`src/rtl/pcap_dma_pkg.sv`:
```
// Shared types for the position-capture DMA writer: FSM states, IRQ status
// codes, the per-cycle IRQ event vector and its priority encoder.
package pcap_dma_pkg;

  typedef enum logic [1:0] {
    S_IDLE,
    S_ACTIVE,
    S_FLUSH,
    S_AERR
  } state_e;

  localparam logic [3:0] ST_NONE           = 4'd0;
  localparam logic [3:0] ST_BLOCK_FINISHED = 4'd1;
  localparam logic [3:0] ST_CAPT_FINISHED  = 4'd2;
  localparam logic [3:0] ST_TIMEOUT        = 4'd3;
  localparam logic [3:0] ST_DISARM         = 4'd4;
  localparam logic [3:0] ST_ADDR_ERROR     = 4'd5;
  localparam logic [3:0] ST_INT_DISARM     = 4'd6;

  // IRQ sources raised in one cycle, most important first
  typedef struct packed {
    logic addr_err;
    logic int_disarm;
    logic disarm;
    logic capt;
    logic blk;
    logic tmo;
  } irq_ev_t;

  // Only the highest-priority source of a cycle is reported
  function automatic logic [3:0] irq_prio(input irq_ev_t ev);
    if (ev.addr_err)   return ST_ADDR_ERROR;
    if (ev.int_disarm) return ST_INT_DISARM;
    if (ev.disarm)     return ST_DISARM;
    if (ev.capt)       return ST_CAPT_FINISHED;
    if (ev.blk)        return ST_BLOCK_FINISHED;
    if (ev.tmo)        return ST_TIMEOUT;
    return ST_NONE;
  endfunction

endpackage

```
`src/rtl/pcap_dma_if.sv`:
```
// Host memory write bus of the DMA writer.
//   m_waddr_o  : write byte address     (master -> slave)
//   m_wdata_o  : write data             (master -> slave)
//   m_wvalid_o : write request          (master -> slave)
//   m_wready_i : write accepted         (slave -> master)
interface pcap_dma_if;
  logic [31:0] m_waddr_o;
  logic [31:0] m_wdata_o;
  logic        m_wvalid_o;
  logic        m_wready_i;

  modport master (output m_waddr_o, output m_wdata_o, output m_wvalid_o, input m_wready_i);
  modport slave  (input m_waddr_o, input m_wdata_o, input m_wvalid_o, output m_wready_i);
endinterface

```
`src/rtl/pcap_dma_fifo.sv`:
```
// Synchronous DEPTH x WIDTH sample FIFO with registered occupancy.
//   clk, reset : clock, synchronous active-high reset
//   clr        : synchronous flush (drops all contents)
//   push/din   : write; accepted when not full or when popping in the same cycle
//   pop/dout   : read; dout shows the head word whenever not empty
//   full/empty/count : occupancy status
module pcap_dma_fifo #(
  parameter int unsigned DEPTH = 16,
  parameter int unsigned WIDTH = 32
) (
  input  logic                       clk,
  input  logic                       reset,
  input  logic                       clr,
  input  logic                       push,
  input  logic [WIDTH-1:0]           din,
  input  logic                       pop,
  output logic [WIDTH-1:0]           dout,
  output logic                       full,
  output logic                       empty,
  output logic [$clog2(DEPTH):0]     count
);

  localparam int unsigned AW = $clog2(DEPTH);

  logic [WIDTH-1:0] mem [DEPTH];
  logic [AW-1:0]    wptr;
  logic [AW-1:0]    rptr;
  logic             do_push;
  logic             do_pop;

  assign empty   = (count == '0);
  assign full    = (count == (AW+1)'(DEPTH));
  assign do_pop  = pop && !empty;
  assign do_push = push && (!full || do_pop);
  assign dout    = mem[rptr];

  // Pointers and occupancy
  always_ff @(posedge clk) begin
    if (reset || clr) begin
      wptr  <= '0;
      rptr  <= '0;
      count <= '0;
    end else begin
      if (do_push) wptr <= wptr + AW'(1);
      if (do_pop)  rptr <= rptr + AW'(1);
      if (do_push && !do_pop)      count <= count + (AW+1)'(1);
      else if (!do_push && do_pop) count <= count - (AW+1)'(1);
    end
  end

  // Storage is not reset; the read side is qualified by empty
  always_ff @(posedge clk) begin
    if (do_push) mem[wptr] <= din;
  end

endmodule

```
`src/rtl/pcap_dma_writer.sv`:
```
// Position-capture DMA writer: buffers capture samples and writes them
// word-by-word into host blocks whose base addresses the host posts, raising
// one IRQ (status + word count) per closed block or capture termination.
// Optional idle timeout closes a partial block: define PCAP_DMA_TIMEOUT_EN.
// Ports:
//   clk_i, reset_i                 : clock, synchronous active-high reset
//   arm_i, disarm_i, capt_end_i    : capture control pulses
//   dmaaddr_i, dmaaddr_wstb_i      : host block base address post
//   timeout_i                      : idle-cycle timeout (0 disables)
//   smpl_i, smpl_valid_i           : sample stream, no backpressure
//   m                              : host write bus (pcap_dma_if.master)
//   irq_o, irq_status_o, smpl_count_o : IRQ pulse, status code, word count
//   active_o                       : capture running or draining
module pcap_dma_writer
  import pcap_dma_pkg::*;
#(
  parameter int unsigned BLOCK_BYTES = 8192,
  parameter int unsigned FIFO_DEPTH  = 16
) (
  input  logic        clk_i,
  input  logic        reset_i,
  input  logic        arm_i,
  input  logic        disarm_i,
  input  logic        capt_end_i,
  input  logic [31:0] dmaaddr_i,
  input  logic        dmaaddr_wstb_i,
  input  logic [31:0] timeout_i,
  input  logic [31:0] smpl_i,
  input  logic        smpl_valid_i,
  pcap_dma_if.master  m,
  output logic        irq_o,
  output logic [3:0]  irq_status_o,
  output logic [31:0] smpl_count_o,
  output logic        active_o
);

  localparam int unsigned BLOCK_WORDS = BLOCK_BYTES / 4;
  localparam int unsigned FAW         = $clog2(FIFO_DEPTH);

  state_e      state_q, state_d;
  logic [31:0] cur_q, cur_d, next_q, next_d;
  logic        cur_vld_q, cur_vld_d, next_vld_q, next_vld_d;
  logic [29:0] wcount_q, wcount_d, wcount_inc;
  logic [3:0]  fl_status_q, fl_status_d;
  irq_ev_t     ev;
  logic [3:0]  irq_status_c;
  logic [31:0] irq_count_c;
  logic        swap, done;

  logic [31:0] fifo_dout;
  logic        fifo_full, fifo_empty, fifo_push, fifo_clr;
  logic [FAW:0] fifo_cnt;
  logic        accept, blk_full, overflow, wstb_ok, tmo_fire;

  assign fifo_push  = (state_q == S_ACTIVE) && smpl_valid_i;
  assign fifo_clr   = (state_q == S_IDLE) || (state_q == S_AERR);
  assign m.m_wvalid_o = ((state_q == S_ACTIVE) || (state_q == S_FLUSH)) && !fifo_empty;
  assign m.m_waddr_o  = cur_q + {wcount_q, 2'b00};
  assign m.m_wdata_o  = m.m_wvalid_o ? fifo_dout : 32'h0;

  assign accept     = m.m_wvalid_o && m.m_wready_i;
  assign wcount_inc = wcount_q + 30'(accept);
  assign blk_full   = accept && (wcount_q == 30'(BLOCK_WORDS - 1));
  assign overflow   = fifo_push && fifo_full && !accept;
  assign wstb_ok    = dmaaddr_wstb_i && (dmaaddr_i[1:0] == 2'b00);

  pcap_dma_fifo #(.DEPTH(FIFO_DEPTH), .WIDTH(32)) u_fifo (
    .clk   (clk_i),
    .reset (reset_i),
    .clr   (fifo_clr),
    .push  (fifo_push),
    .din   (smpl_i),
    .pop   (accept),
    .dout  (fifo_dout),
    .full  (fifo_full),
    .empty (fifo_empty),
    .count (fifo_cnt)
  );

`ifdef PCAP_DMA_TIMEOUT_EN
  logic [31:0] tcnt_q;

  // Idle counter: ACTIVE cycles since the last accepted write
  always_ff @(posedge clk_i) begin
    if (reset_i || (state_q != S_ACTIVE) || accept || tmo_fire) tcnt_q <= '0;
    else                                                          tcnt_q <= tcnt_q + 32'd1;
  end

  assign tmo_fire = (state_q == S_ACTIVE) && (timeout_i != 32'd0) && (tcnt_q >= timeout_i) &&
                    fifo_empty && (wcount_q != 30'd0);
`else
  logic unused_timeout;
  assign unused_timeout = ^timeout_i;
  assign tmo_fire       = 1'b0;
`endif

  // FSM state register
  always_ff @(posedge clk_i) begin
    if (reset_i) state_q <= S_IDLE;
    else         state_q <= state_d;
  end

  // Next state, slot/word-count updates and IRQ sources
  always_comb begin
    state_d     = state_q;
    cur_d       = cur_q;
    cur_vld_d   = cur_vld_q;
    next_d      = next_q;
    next_vld_d  = next_vld_q;
    wcount_d    = wcount_q;
    fl_status_d = fl_status_q;
    ev          = '0;
    swap        = 1'b0;
    done        = 1'b0;

    // First empty slot; while cur is in use a post always lands in next
    if (wstb_ok) begin
      if (!cur_vld_q) begin
        cur_d     = dmaaddr_i;
        cur_vld_d = 1'b1;
      end else begin
        next_d     = dmaaddr_i;
        next_vld_d = 1'b1;
      end
    end
    if (accept) wcount_d = wcount_inc;

    case (state_q)
      S_IDLE: begin
        if (arm_i) begin
          if (cur_vld_q) state_d = S_ACTIVE;
          else           ev.addr_err = 1'b1;
        end
      end
      S_ACTIVE: begin
        swap = blk_full || tmo_fire;
        if (overflow) begin
          state_d     = S_FLUSH;
          fl_status_d = ST_INT_DISARM;
        end else if (disarm_i) begin
          state_d     = S_FLUSH;
          fl_status_d = ST_DISARM;
        end else if (capt_end_i) begin
          state_d     = S_FLUSH;
          fl_status_d = ST_CAPT_FINISHED;
        end
      end
      S_FLUSH: begin
        // A block filled by the last word is reported first; closing follows
        if (blk_full) swap = 1'b1;
        else if (fifo_empty || (accept && fifo_cnt == (FAW+1)'(1))) begin
          done    = 1'b1;
          state_d = S_IDLE;
        end
      end
      S_AERR: begin
        ev.addr_err = 1'b1;
        state_d     = S_IDLE;
      end
      default: state_d = S_IDLE;
    endcase

    // No follow-on block after a full/timed-out one: report, then stop
    if (swap && !next_vld_d) state_d = S_AERR;
    if (swap || done) begin
      cur_d      = next_d;
      cur_vld_d  = next_vld_d;
      next_vld_d = 1'b0;
      wcount_d   = 30'd0;
    end

    ev.blk = blk_full;
    ev.tmo = tmo_fire;
    if (done) begin
      case (fl_status_q)
        ST_INT_DISARM: ev.int_disarm = 1'b1;
        ST_DISARM:     ev.disarm     = 1'b1;
        default:       ev.capt       = 1'b1;
      endcase
    end
    if (dmaaddr_wstb_i && !wstb_ok) ev.addr_err = 1'b1;

    irq_status_c = irq_prio(ev);
    case (irq_status_c)
      ST_BLOCK_FINISHED: irq_count_c = 32'(BLOCK_WORDS);
      ST_ADDR_ERROR:     irq_count_c = 32'd0;
      default:           irq_count_c = 32'(wcount_inc);
    endcase
  end

  // Datapath and registered outputs
  always_ff @(posedge clk_i) begin
    if (reset_i) begin
      cur_q        <= '0;
      cur_vld_q    <= 1'b0;
      next_q       <= '0;
      next_vld_q   <= 1'b0;
      wcount_q     <= '0;
      fl_status_q  <= ST_NONE;
      irq_o        <= 1'b0;
      irq_status_o <= '0;
      smpl_count_o <= '0;
      active_o     <= 1'b0;
    end else begin
      cur_q       <= cur_d;
      cur_vld_q   <= cur_vld_d;
      next_q      <= next_d;
      next_vld_q  <= next_vld_d;
      wcount_q    <= wcount_d;
      fl_status_q <= fl_status_d;
      irq_o       <= (ev != '0);
      if (ev != '0) begin
        irq_status_o <= irq_status_c;
        smpl_count_o <= irq_count_c;
      end
      active_o <= (state_d == S_ACTIVE) || (state_d == S_FLUSH);
    end
  end

endmodule

```
`src/flat_wrapper.sv`:
```
// flat-port wrapper written by rule: the top's interface ports become plain ports
module pcap_dma_writer_flat import pcap_dma_pkg::*;
#(
  parameter int unsigned BLOCK_BYTES = 8192,
  parameter int unsigned FIFO_DEPTH  = 16
)
  (clk_i, reset_i, arm_i, disarm_i, capt_end_i, dmaaddr_i, dmaaddr_wstb_i, timeout_i, smpl_i, smpl_valid_i, irq_o, irq_status_o, smpl_count_o, active_o, m_m_waddr_o, m_m_wdata_o, m_m_wvalid_o, m_m_wready_i);
  pcap_dma_if m_i ();
  input  logic clk_i;
  input  logic reset_i;
  input  logic arm_i;
  input  logic disarm_i;
  input  logic capt_end_i;
  input  logic [31:0] dmaaddr_i;
  input  logic dmaaddr_wstb_i;
  input  logic [31:0] timeout_i;
  input  logic [31:0] smpl_i;
  input  logic smpl_valid_i;
  output logic irq_o;
  output logic [3:0] irq_status_o;
  output logic [31:0] smpl_count_o;
  output logic active_o;
  output wire logic [$bits(m_i.m_waddr_o)-1:0] m_m_waddr_o;
  output wire logic [$bits(m_i.m_wdata_o)-1:0] m_m_wdata_o;
  output wire logic [$bits(m_i.m_wvalid_o)-1:0] m_m_wvalid_o;
  input wire logic [$bits(m_i.m_wready_i)-1:0] m_m_wready_i;
  assign m_m_waddr_o = m_i.m_waddr_o;
  assign m_m_wdata_o = m_i.m_wdata_o;
  assign m_m_wvalid_o = m_i.m_wvalid_o;
  assign m_i.m_wready_i = m_m_wready_i;
  pcap_dma_writer #(.BLOCK_BYTES(BLOCK_BYTES), .FIFO_DEPTH(FIFO_DEPTH)) u_core (.clk_i(clk_i), .reset_i(reset_i), .arm_i(arm_i), .disarm_i(disarm_i), .capt_end_i(capt_end_i), .dmaaddr_i(dmaaddr_i), .dmaaddr_wstb_i(dmaaddr_wstb_i), .timeout_i(timeout_i), .smpl_i(smpl_i), .smpl_valid_i(smpl_valid_i), .m(m_i), .irq_o(irq_o), .irq_status_o(irq_status_o), .smpl_count_o(smpl_count_o), .active_o(active_o));
endmodule
```
`config.mk`:
```
export PLATFORM = sky130hd
export DESIGN_NAME = pcap_dma_writer_flat
export DESIGN_NICKNAME = d
export VERILOG_FILES = /design/src/rtl/pcap_dma_pkg.sv /design/src/rtl/pcap_dma_if.sv /design/src/rtl/pcap_dma_fifo.sv /design/src/rtl/pcap_dma_writer.sv /design/src/flat_wrapper.sv
export SDC_FILE = /design/constraint.sdc
export NUM_CORES = 1
export LEC_CHECK = 0
export ABC_AREA = 0
export BUFFER_PORTS_ARGS = -buffer_cell sky130_fd_sc_hd__buf_2
export CAP_MARGIN = 20
export CELL_PAD_IN_SITES_DETAIL_PLACEMENT = 0
export CELL_PAD_IN_SITES_GLOBAL_PLACEMENT = 2
export CORE_MARGIN = 2
export CORE_UTILIZATION = 35
export CTS_BUF_LIST = sky130_fd_sc_hd__clkbuf_16
export CTS_CLUSTER_SIZE = 10
export DETAILED_ROUTE_END_ITERATION = 10
export PLACE_DENSITY_LB_ADDON = 0.25
export SLEW_MARGIN = 25
export SYNTH_ARGS = -nofsm -noshare
export SYNTH_HDL_FRONTEND = slang
export SYNTH_SLANG_ARGS = --single-unit
```
`constraint.sdc`:
```
create_clock -name clk_i -period 5 [get_ports clk_i]
set_input_delay 1.25 -clock clk_i [delete_from_list [all_inputs] [get_ports clk_i]]
set_output_delay 1.25 -clock clk_i [all_outputs]
set_load 0.02 [all_outputs]
```
* Yosys cells after proc, flatten, opt, wreduce, memory -nomap -nowiden
Memories as Yosys holds them, arrays and structs flattened. A register that Yosys moved wholly into a read port is not among the register bits. Cells that the tools add are included.
Word-level totals: output and inout port bits 103, register bits 153, bits of input ports 104, memories 1, RAM bits 512, word-level logic and storage cells 146
Operators by class: add/sub/neg operators 6, mux-type cells 73, reductions and logical operators 39, equal/unequal tests 13
Memories:
- u_core.u_fifo.mem | words 16, width 32, read ports 1, clocked after memory_dff 1, write ports 1, RTL line pcap_dma_fifo.sv:25 | logic [WIDTH-1:0] mem [DEPTH];
Operators by type and width (number):
- $mux 32 | 6
- $mux 4 | 17
- $pmux 30 s2 | 1
- $mux 1 | 35
- $add 32x32->32 | 1
- $add 30x1->30 | 1
- $eq 30x11->1 const B | 1
- $mux 2 | 8
- $logic_and 1x1->1 | 14
- $eq 4x3->1 const B | 3
- $mux 5 | 2
- $add 4x1->4 const B | 2
- $pmux 2 s4 | 1
- $logic_not 1->1 | 7
- $logic_or 1x1->1 | 7
- $eq 2x2->1 const B | 3
- $reduce_bool 6->1 | 1
- $add 5x1->5 const B | 1
- $eq 5x1->1 const B | 1
- $eq 5x5->1 const B | 1
- $logic_not 5->1 | 1
- $sub 5x1->5 const B | 1
- $eq 2x1->1 const B | 2
- $eq 4x1->1 const B | 1
- other kinds (8) | 13

* Depth between registers and ports, before layout
Gate-level depths: netlist of run 1.
depth in word-level cells 34, gate-level depth with buffers 16, depth with buffers taken out 14

* By module
A second synthesis of run 1 with hierarchy kept.
Unflattened totals: cells, all modules 1916, area total of the unflattened synthesis 27822.9 µm²
Modules (own cells, without submodules):
- pcap_dma_fifo | area each 20050.5 µm², sequential area each 15715.1 µm², times used 1, cells an instance 897
- pcap_dma_writer | area each 7772.5 µm², sequential area each 2702.6 µm², times used 1, cells an instance 1019

* Least setup slack after synthesis of run 1
No wires, ideal clock.
path kind input-to-reg, start input port m_m_wready_i, end memory u_core.u_fifo.mem[3][0], enable pin, stages 5, arrival time 4.249 ns, path buffers 0, path slack 0.290 ns, setup time 0.461 ns, data required time 4.539 ns, cell sequence nand2_1 > and2_1 > nor2_1 > nand2_1 > nor3_1
On the way: longest elaborated chain between the ends 6
Ends and longest elaborated chain:
- start, declared | RTL line flat_wrapper.sv:26 | input wire logic [$bits(m_i.m_wready_i)-1:0] m_m_wready_i;
- $logic_and 1x1->1 | RTL line pcap_dma_writer.sv:61 | assign accept = m.m_wvalid_o && m.m_wready_i;
- $logic_and 1x1->1 | RTL line pcap_dma_fifo.sv:33 | assign do_pop = pop && !empty;
- $logic_or 1x1->1 | RTL line pcap_dma_fifo.sv:34 | assign do_push = push && (!full || do_pop);
- $logic_and 1x1->1 | RTL line pcap_dma_fifo.sv:34
- named net u_core.u_fifo.do_push | RTL line pcap_dma_fifo.sv:28 | logic do_push;
- $mux 1 | RTL line pcap_dma_fifo.sv:53 | if (do_push) mem[wptr] <= din;
- $mux 1 (not written as such) | RTL line pcap_dma_fifo.sv:53
- end, declared | RTL line pcap_dma_fifo.sv:25
The timed path passes the listed nets, and every way through them passes these cells.

* Final worst setup path of run 1
start register u_core.wcount_q[0], end output port m_m_waddr_o[24]
On the way: longest elaborated chain between the ends 1
Ends and longest elaborated chain:
- start, declared | RTL line pcap_dma_writer.sv:43 | logic [29:0] wcount_q, wcount_d, wcount_inc;
- start signal, assigned | RTL line pcap_dma_writer.sv:209 | wcount_q <= wcount_d;
- $add 32x32->32 | RTL line pcap_dma_writer.sv:58 | assign m.m_waddr_o = cur_q + {wcount_q, 2'b00};
- end, declared | RTL line flat_wrapper.sv:23 | output wire logic [$bits(m_i.m_waddr_o)-1:0] m_m_waddr_o;
Every way passes these cells.

==> metrics.md, run 1 <==
| Metric | Value |
|---|---|
| Final period util | 0.946 |
| Max stage delay on crit path | 0.45 ns |
| Die Area | 83,100 um2 |
| CP Data Required Time | 3.75 ns |
| Overflow after GRT | 0 |
| Max_slew headroom | 0.399 |
| WS Path Type | reg2out |
| Syn avg cell area | 14.9 um2 |
| H-tree Lvls | 3 |
| Final wirelength | 74,700 um |
| # setup viols final | 0 |
| CTS max path bufs | 3 |
| Mapped Cells | 1,897 |
| Max Freq | 212 MHz |
| CP Cell Sequence | ha_1 > inv_1 > fa_1 > nor2b_1 > o31ai_2 > a21oi_2 > o211ai_1 > a31oi_2 > a2111oi_0 > a311o_1 > buf_2 |
| Synth Flop Type | edfxtp_1 |
| Initial drt markers | 1,191 |
| R2R Path End | u_core.cur_q[6] |
| R2R Path Start | u_core.u_fifo.count[0] |
| Num ports | 207 |
| Routability congestion estimate | 0.853 |
| Worst-Skew Late Latency | 0.64 ns |
| VDD IR-drop max | 0.244 mV |
| Hold path cells | 2 |
| HP Class | reg2reg |
| NumNets Final | 2,241 |
| Hold Vio Cnt, Final | 0 |
| Row cnt | 104 |
| Final cell area excluding filler cells | 32,900 um2 |
| Clock transition at the registers of the reported paths | 0.06 ns |
| Core area | 80,300 um2 |
| Port Buffers | 171 |
| CP max stage cell | dfxtp_1 |
| First-pass GRT wire length | 110,000 um |
| Crit Path Max Fanout | 4 |
| YS warnings | 0 |
| Post-place instance area | 30,600 um2 |
| Synth Cell Area | 28,300 um2 |
| Pin count of the biggest net entering global routing | 129 |
| Post-synth EDFFs | 512 |
| Most common cell after layout, fill and taps aside | edfxtp_1 |
| P&R area growth vs syn | 16.4% |
| Min-delay src | u_core.smpl_count_o[29] |
| Die Span Y | 288 um |
| Most frequent cells in the layout | edfxtp_1 (512), buf_2 (171), nor2_1 (163) |
| Vias per cell | 5.27 |
| R2R cell count | 10 |
| Final Max Tran Viols | 0 |
| Clock sink total | 664 |
| Vias post-DR | 16.8k |
| Yosys cell types | 69 |
| Top cells by area, synth | edfxtp_1 (54%), mux4_2 (13%), dfxtp_1 (11%), nor2_1 (2.3%), ha_1 (2.0%) |
| Die Width | 288 um |
| Lkg Pwr | 11.0 nW |
| WP data arrival | 3.48 ns |
| Number of remaining DRC errors | 0 |
| Slew @ Worst Pin | 0.901 ns |
| Crit path time final | 4.73 ns |
| Worst Clk Skew | 0.0372 ns |
| DR WL/cell | 23.5 um |
| Crit path capture type | primary output |
| Delay-heaviest family, CP | compound AO/OA/AOI/OAI gates |
| Status | complete, no violations |
| RSZ-0062 raised after global routing | no |
| Share of cells above drive strength 1 | 0.259 |
| CTS buffer count | 80 |
| Max cap viols | 0 |
| Vias in the first global route | 16.7k |
| Flop and latch count out of synthesis | 664 |
| Initial antenna violation count | 7 |
| Yosys top cell by area | edfxtp_1 |
| ANT nets after route | 0 |
| Hold endpoint | u_core.smpl_count_o[29] |
| Synth top area share | 0.543 |
| Drt pass-1 iters | 5 |
| CTS tree | built |
| Root Buffer | clkbuf_16 |
| Startpoint Class | flip-flop |
| GR Util All Layers | 0.179 |
| Final setup TNS | 0 ns |
| Power Density | 360 nW/um2 |
| Flop2flop setup slack | 1.46 ns |
| Initial core utilization | 0.352 |
| Buf/Inv on CP | 2 |
| Share of flip-flops with an asynchronous set or reset | 0 |
| CTS Hold Bufs | 0 |
| Sequential-to-total area share from yosys stat | 0.651 |
| Hpwl dp | 44,600 um |
-- logic make-up after synthesis --
logic type	synth area share
DFF	0.651
and+or+nand+nor	0.0877
AOI/OAI and AO/OA	0.0637
muxes	0.129
buffers and inverters	0.0217
xor gates and xnor gates	0.0257
adders and majority gates	0.0210
other	0.000133
-- tightest hold or removal path: stages (launching register included) --
cell and delay [ns]:
dfxtp_1 0.32, nand2_1 0.04, o21ai_0 0.05
-- cell usage after synthesis, types with 14 or more instances --
cell,instances
nor3_1,49
clkbuf_1,75
buf_1,15
edfxtp_1,512
ha_1,46
a21oi_1,102
mux4_2,160
o21ai_0,50
xnor2_1,43
nor2_1,175
or3_1,34
nor2b_1,36
a211oi_1,23
nand2_1,141
dfxtp_1,152
o221a_2,26
nand3_1,27
inv_1,25
xor2_1,40
a21o_1,14
and3_1,15
-- where the power goes --
part | leakage [nW] | internal (mW) | switching [mW] | total (mW)
clock | 1.17 | 2.97 | 2.21 | 5.17
sequential | 5.83 | 5.99 | 0.0467 | 6.04
combinational | 3.99 | 0.209 | 0.424 | 0.633
total | 11.0 | 9.17 | 2.68 | 11.8
-- final cells by class --
class,count,area [um2]
Fill cell,7254,47300
Sequential cell,664,18400
Timing Repair Buffer,223,1350
Inverter,25,93.8
Antenna cell,3,7.51
Clock buffer,81,2030
Clock inverter,30,288
Multi-Input combinational cell,1096,9420
Tap cell,1060,1330
-- timing repair --
item | CTS | global route
hold endpoints to repair | 0 | 0
gates cloned | 0 | 0
setup endpoints to repair | 1 | 5
setup buffers | 0 | 0
gates resized for setup | 1 | 6
-- routing by layer --
| layer | vias to the layer above | global-route usage | wire [um] | part of all wire |
|---|---|---|---|---|
| li1 | 7670 | - | - | - |
| met1 | 8525 | 0.238 | 32300 | 0.43 |
| met2 | 425 | 0.299 | 36700 | 0.49 |
| met3 | 130 | 0.0280 | 3340 | 0.045 |
| met4 | 8 | 0.0600 | 2420 | 0.032 |
| met5 | - | 0 | 44 | 0.00059 |
-- how the worst max path moves through the flow --
stage	startpoint	end	slack [ns]	cells past startpoint
after floorplan	m_m_wready_i	u_core.u_fifo.mem[3][0]	0.29	5
after global placement	u_core.wcount_q[0]	m_m_waddr_o[28]	0.72	11
after detailed placement	u_core.wcount_q[0]	m_m_waddr_o[28]	0.68	11
after CTS	u_core.wcount_q[0]	m_m_waddr_o[28]	0.02	11
after global routing	u_core.wcount_q[0]	m_m_waddr_o[28]	0.04	11
final	u_core.wcount_q[0]	m_m_waddr_o[24]	0.27	11
-- flip-flops by register name, summed over array words and instances, names as in the netlist, named ones only --
name                 flops
u_core.active_o          1
u_core.cur_q            32
u_core.cur_vld_q         1
u_core.fl_status_q       2
u_core.irq_o             1
u_core.irq_status_o      3
u_core.next_q           32
u_core.next_vld_q        1
u_core.smpl_count_o     30
u_core.state_q           2
u_core.u_fifo.count      5
u_core.u_fifo.mem      512
u_core.u_fifo.rptr       4
u_core.u_fifo.wptr       4
u_core.wcount_q         30
-- metrics by stage --
stage	util	hold WS, ns	power (mW)	setup slack [ns]	cells
global placement	0.381	0.445	6.77	0.715	3068
detailed placement	0.381	0.441	6.79	0.683	3068
finish	0.410	0.446	11.8	0.272	3182
floorplan	-	0.434	6.53	0.290	1899
global route	0.410	0.466	12.3	0.0389	3180
CTS	0.410	0.450	12.0	0.0233	3179
Power figures use the tool's default switching activity.
==> run 2: changes to the inputs <==
--- a/config.mk
+++ b/config.mk
@@ -10,7 +10,6 @@
 export CAP_MARGIN = 20
 export CELL_PAD_IN_SITES_DETAIL_PLACEMENT = 0
 export CELL_PAD_IN_SITES_GLOBAL_PLACEMENT = 2
-export CORE_MARGIN = 2
 export CORE_UTILIZATION = 35
 export CTS_BUF_LIST = sky130_fd_sc_hd__clkbuf_16
 export CTS_CLUSTER_SIZE = 10
==> constraint.sdc (replaced) <==
create_clock -name clk_i -period 5 [get_ports clk_i]
set_input_delay 1.25 -clock clk_i [delete_from_list [all_inputs] [get_ports clk_i]]
set_output_delay 1.25 -clock clk_i [all_outputs]
set_load 0.01 [all_outputs]
==> run 2 against run 1 <==
- die area is 1.4% lower
- highest routed layer unchanged
- count of clock-buffer cells in the layout fell by 1
- setup slack lost 0.094 ns
- final area is 0.13% higher
- clock skew is 0.021 ns higher
- critical endpoint unchanged
- critical path depth fell by 2
- non-clock buffer count grew 1
- largest cell class unchanged
- register-to-register slack worse by 0.03 ns
- global-route usage is 0.27 points higher
- flip-flop and latch count stayed put
- clock power is 0.8% higher
==> metrics.md, run 2 (synthesis gave the netlist of run 1 again) <==
| Metric | Value |
|---|---|
| Status | complete, no violations |
| CTS resizes | 1 (unchanged) |
| RSZ-0062 raised after global routing | no |
| Port Buffers | 171 (unchanged) |
| First-pass GRT wire length | 110,000 um (+0.43%) |
| Power Density | 359 nW/um2 (-0.13%) |
| Crit Path Max Fanout | 7 (+3) |
| CTS max path bufs | 3 (unchanged) |
| Crit path capture type | primary output |
| Sw frac | 0.227 (+0.00127) |
| Lkg Pwr | 11.0 nW (+0.51%) |
| DR WL/cell | 23.6 um (+0.45%) |
| CTS buffer count | 80 (unchanged) |
| Final wirelength | 75,100 um (+0.45%) |
| HP Class | reg2reg |
| Max_slew headroom | 0.301 (-0.0986) |
| Sequential power share | 0.511 (about the same) |
| Comb power frac | 0.050 (-0.003) |
| Final cell area excluding filler cells | 33,000 um2 (+0.13%) |
| Crit path time final | 4.82 ns (+0.0936 ns) |
| Multi-input logic area | 9410 um2 (-0.20%) |
| Startpoint Class | flip-flop |
| Post-Layout Cell Count | 3,182 (unchanged) |
| Final Max Tran Viols | 0 (unchanged) |
| Post-place instance area | 30,600 um2 (+0.11%) |
| Switch Pwr | 2.69 mW (+0.57%) |
| Largest registers | u_core.u_fifo.mem: 512 flops, u_core.cur_q: 32 flops, u_core.next_q: 32 flops |
| Initial antenna violation count | 14 (+7) |
| CTS Hold Bufs | 0 (unchanged) |
| Pint | 9.15 mW (-0.16%) |
| Met3 GRT Util | 0.0366 (+0.00860) |
| Max stage delay on crit path | 0.58 ns (+0.13 ns) |
| Met2 Use GR | 0.283 (-0.0167) |
| Slew @ Worst Pin | 1.05 ns (+0.148 ns) |
| CP max stage cell | a2111oi_0 |
| CTS tree | built |
| Die Area | 82,000 um2 (-1.4%) |
| CP Data Required Time | 3.75 ns (about the same) |
| GR Layer Usage met1 | 0.256 (+0.0180) |
| Overflow after GRT | 0 (unchanged) |
| Grt peak-use layer | met2 |
| Dpl ws | 0.661 ns (-0.0220 ns) |
| ANT nets after route | 0 (unchanged) |
| Die Width | 286 um (-0.69%) |
| Buf/Inv on CP | 1 (-1) |
| Core area | 79,500 um2 (-0.96%) |
| Largest register FFs | 512 (unchanged) |
| Delay-heaviest family, CP | compound AO/OA/AOI/OAI gates |
| Post-Place Cells | 3,059 (-0.29%) |
| Worst-Skew Late Latency | 0.66 ns (+0.02 ns) |
| Final period util | 0.964 (+0.0187) |
| Initial drt markers | 1,409 (+18%) |
| Hold Vio Cnt, Final | 0 (unchanged) |
| Most common cell after layout, fill and taps aside | edfxtp_1 |
| Worst Clk Skew | 0.0584 ns (+0.0212 ns) |
| Max cap viols | 0 (unchanged) |
| Vias per cell | 5.30 (+0.73%) |
| WP data arrival | 3.57 ns (+0.09 ns) |
| Initial core utilization | 0.356 (+0.00342) |
| Drt pass-1 iters | 5 (unchanged) |
| Post-CTS setup repair buffer count | 0 (unchanged) |
| Max Freq | 207 MHz (-1.9%) |
| Vias post-DR | 16.9k (+0.73%) |
| VDD IR-drop max | 0.267 mV (+9.5%) |
| NumNets Final | 2,242 (+0.045%) |
| Clock transition at the registers of the reported paths | 0.05 ns (about the same) |
| Biggest register | u_core.u_fifo.mem |
| Final WS setup | 0.179 ns (-0.0936 ns) |
| Root Buffer | clkbuf_16 |
| Die Span Y | 286 um (-0.69%) |
| GR Util All Layers | 0.182 (+0.00266) |
| # setup viols final | 0 (unchanged) |
| Row cnt | 103 (-0.96%) |
| Hpwl dp | 44,800 um (+0.30%) |
| Final setup TNS | 0 ns (unchanged) |
| Share of cells above drive strength 1 | 0.257 (-0.00238) |
| Pin count of the biggest net entering global routing | 71 (-45%) |
| WHS | 0.442 ns (-0.00410 ns) |
| Routability congestion estimate | 0.780 (-8.5%) |
| Clock network fraction of design power | 0.439 (+0.002) |
| Fillers | 7,207 (-0.65%) |
| WS Path Type | reg2out |
| Vias in the first global route | 16.7k (+0.28%) |
| Num ports | 207 (unchanged) |
| Register area | 18,400 um2 (about the same) |
| H-tree Lvls | 3 (unchanged) |
| Number of remaining DRC errors | 0 (unchanged) |
| Most frequent cells in the layout | edfxtp_1 (512), buf_2 (171), nor2_1 (163) |
| Clock sink total | 664 (unchanged) |
| CP Cell Sequence | ha_1 > nor2b_1 > o31ai_1 > a21oi_1 > o211ai_1 > a31oi_1 > a2111oi_0 > a311o_1 > buf_2 |
| P&R area growth vs syn | 16.6% |
## run 2: cell types whose count changed in the layout (fill, tap and decap cells not counted), moves of 2 or more
cell,before,now
inv_1,37,44
diode_2,3,5
buf_4,44,42
buf_12,8,11
## run 2: layout make-up
| cell class | count | share of cell area |
|---|---|---|
| repair buffers | 224 | 0.0422 |
| clock buffers | 80 | 0.0607 |
| flip-flops and latches | 664 | 0.559 |
| multi-input cells | 1096 | 0.285 |
| well taps | 1050 | 0.0398 |
| diodes | 5 | 0.000379 |
| inverters | 25 | 0.00285 |
| clock inverters | 38 | 0.0102 |
## run 2: worst reg2reg max path, stage by stage, from the launching register on
cell and delay, ns:
dfxtp_1 0.40, inv_1 0.11, ha_1 0.43, nand3_1 0.15
inv_1 0.10, ha_1 0.19, ha_1 0.23, nand3_1 0.19
nor3_1 0.23, buf_4 0.21, nand4_1 0.23, or3_1 0.52
nor2_1 0.15, mux2i_1 0.21, nand2_1 0.06
## run 2: metrics by stage
step / power, mW / util
after floorplan: 6.49 / -
after CTS: 12.0 / 0.415
final: 11.8 / 0.415
after global placement: 6.74 / 0.385
after global routing: 12.2 / 0.415
after detailed placement: 6.75 / 0.385
## run 2: path summary, 6_finish.rpt
kind | from | to | slack (ns) | cells after the start
worst max-delay path | u_core.wcount_q[2] | m_m_waddr_o[24] | 0.18 | 9
worst min-delay path | u_core.smpl_count_o[28] | u_core.smpl_count_o[28] | 0.44 | 2
worst min register to register | u_core.smpl_count_o[28] | u_core.smpl_count_o[28] | 0.44 | 2
worst max register to register | u_core.state_q[0] | u_core.smpl_count_o[28] | 1.43 | 14
## run 2: power groups by stage
| stage | logic, mW | registers [mW] | clock network (mW) |
|---|---|---|---|
| after floorplan | 0.360 | 6.13 | 0 |
| after global placement | 0.581 | 6.16 | 0 |
| after detailed placement | 0.593 | 6.16 | 0 |
| after CTS | 0.595 | 6.05 | 5.35 |
| after global routing | 0.654 | 6.05 | 5.54 |
| final | 0.592 | 6.05 | 5.21 |
## run 2: routing by layer
layer	vias up	wire length, um
li1	7692	-
met1	8578	34200
met2	468	34900
met3	128	4140
met4	14	1790
met5	-	88
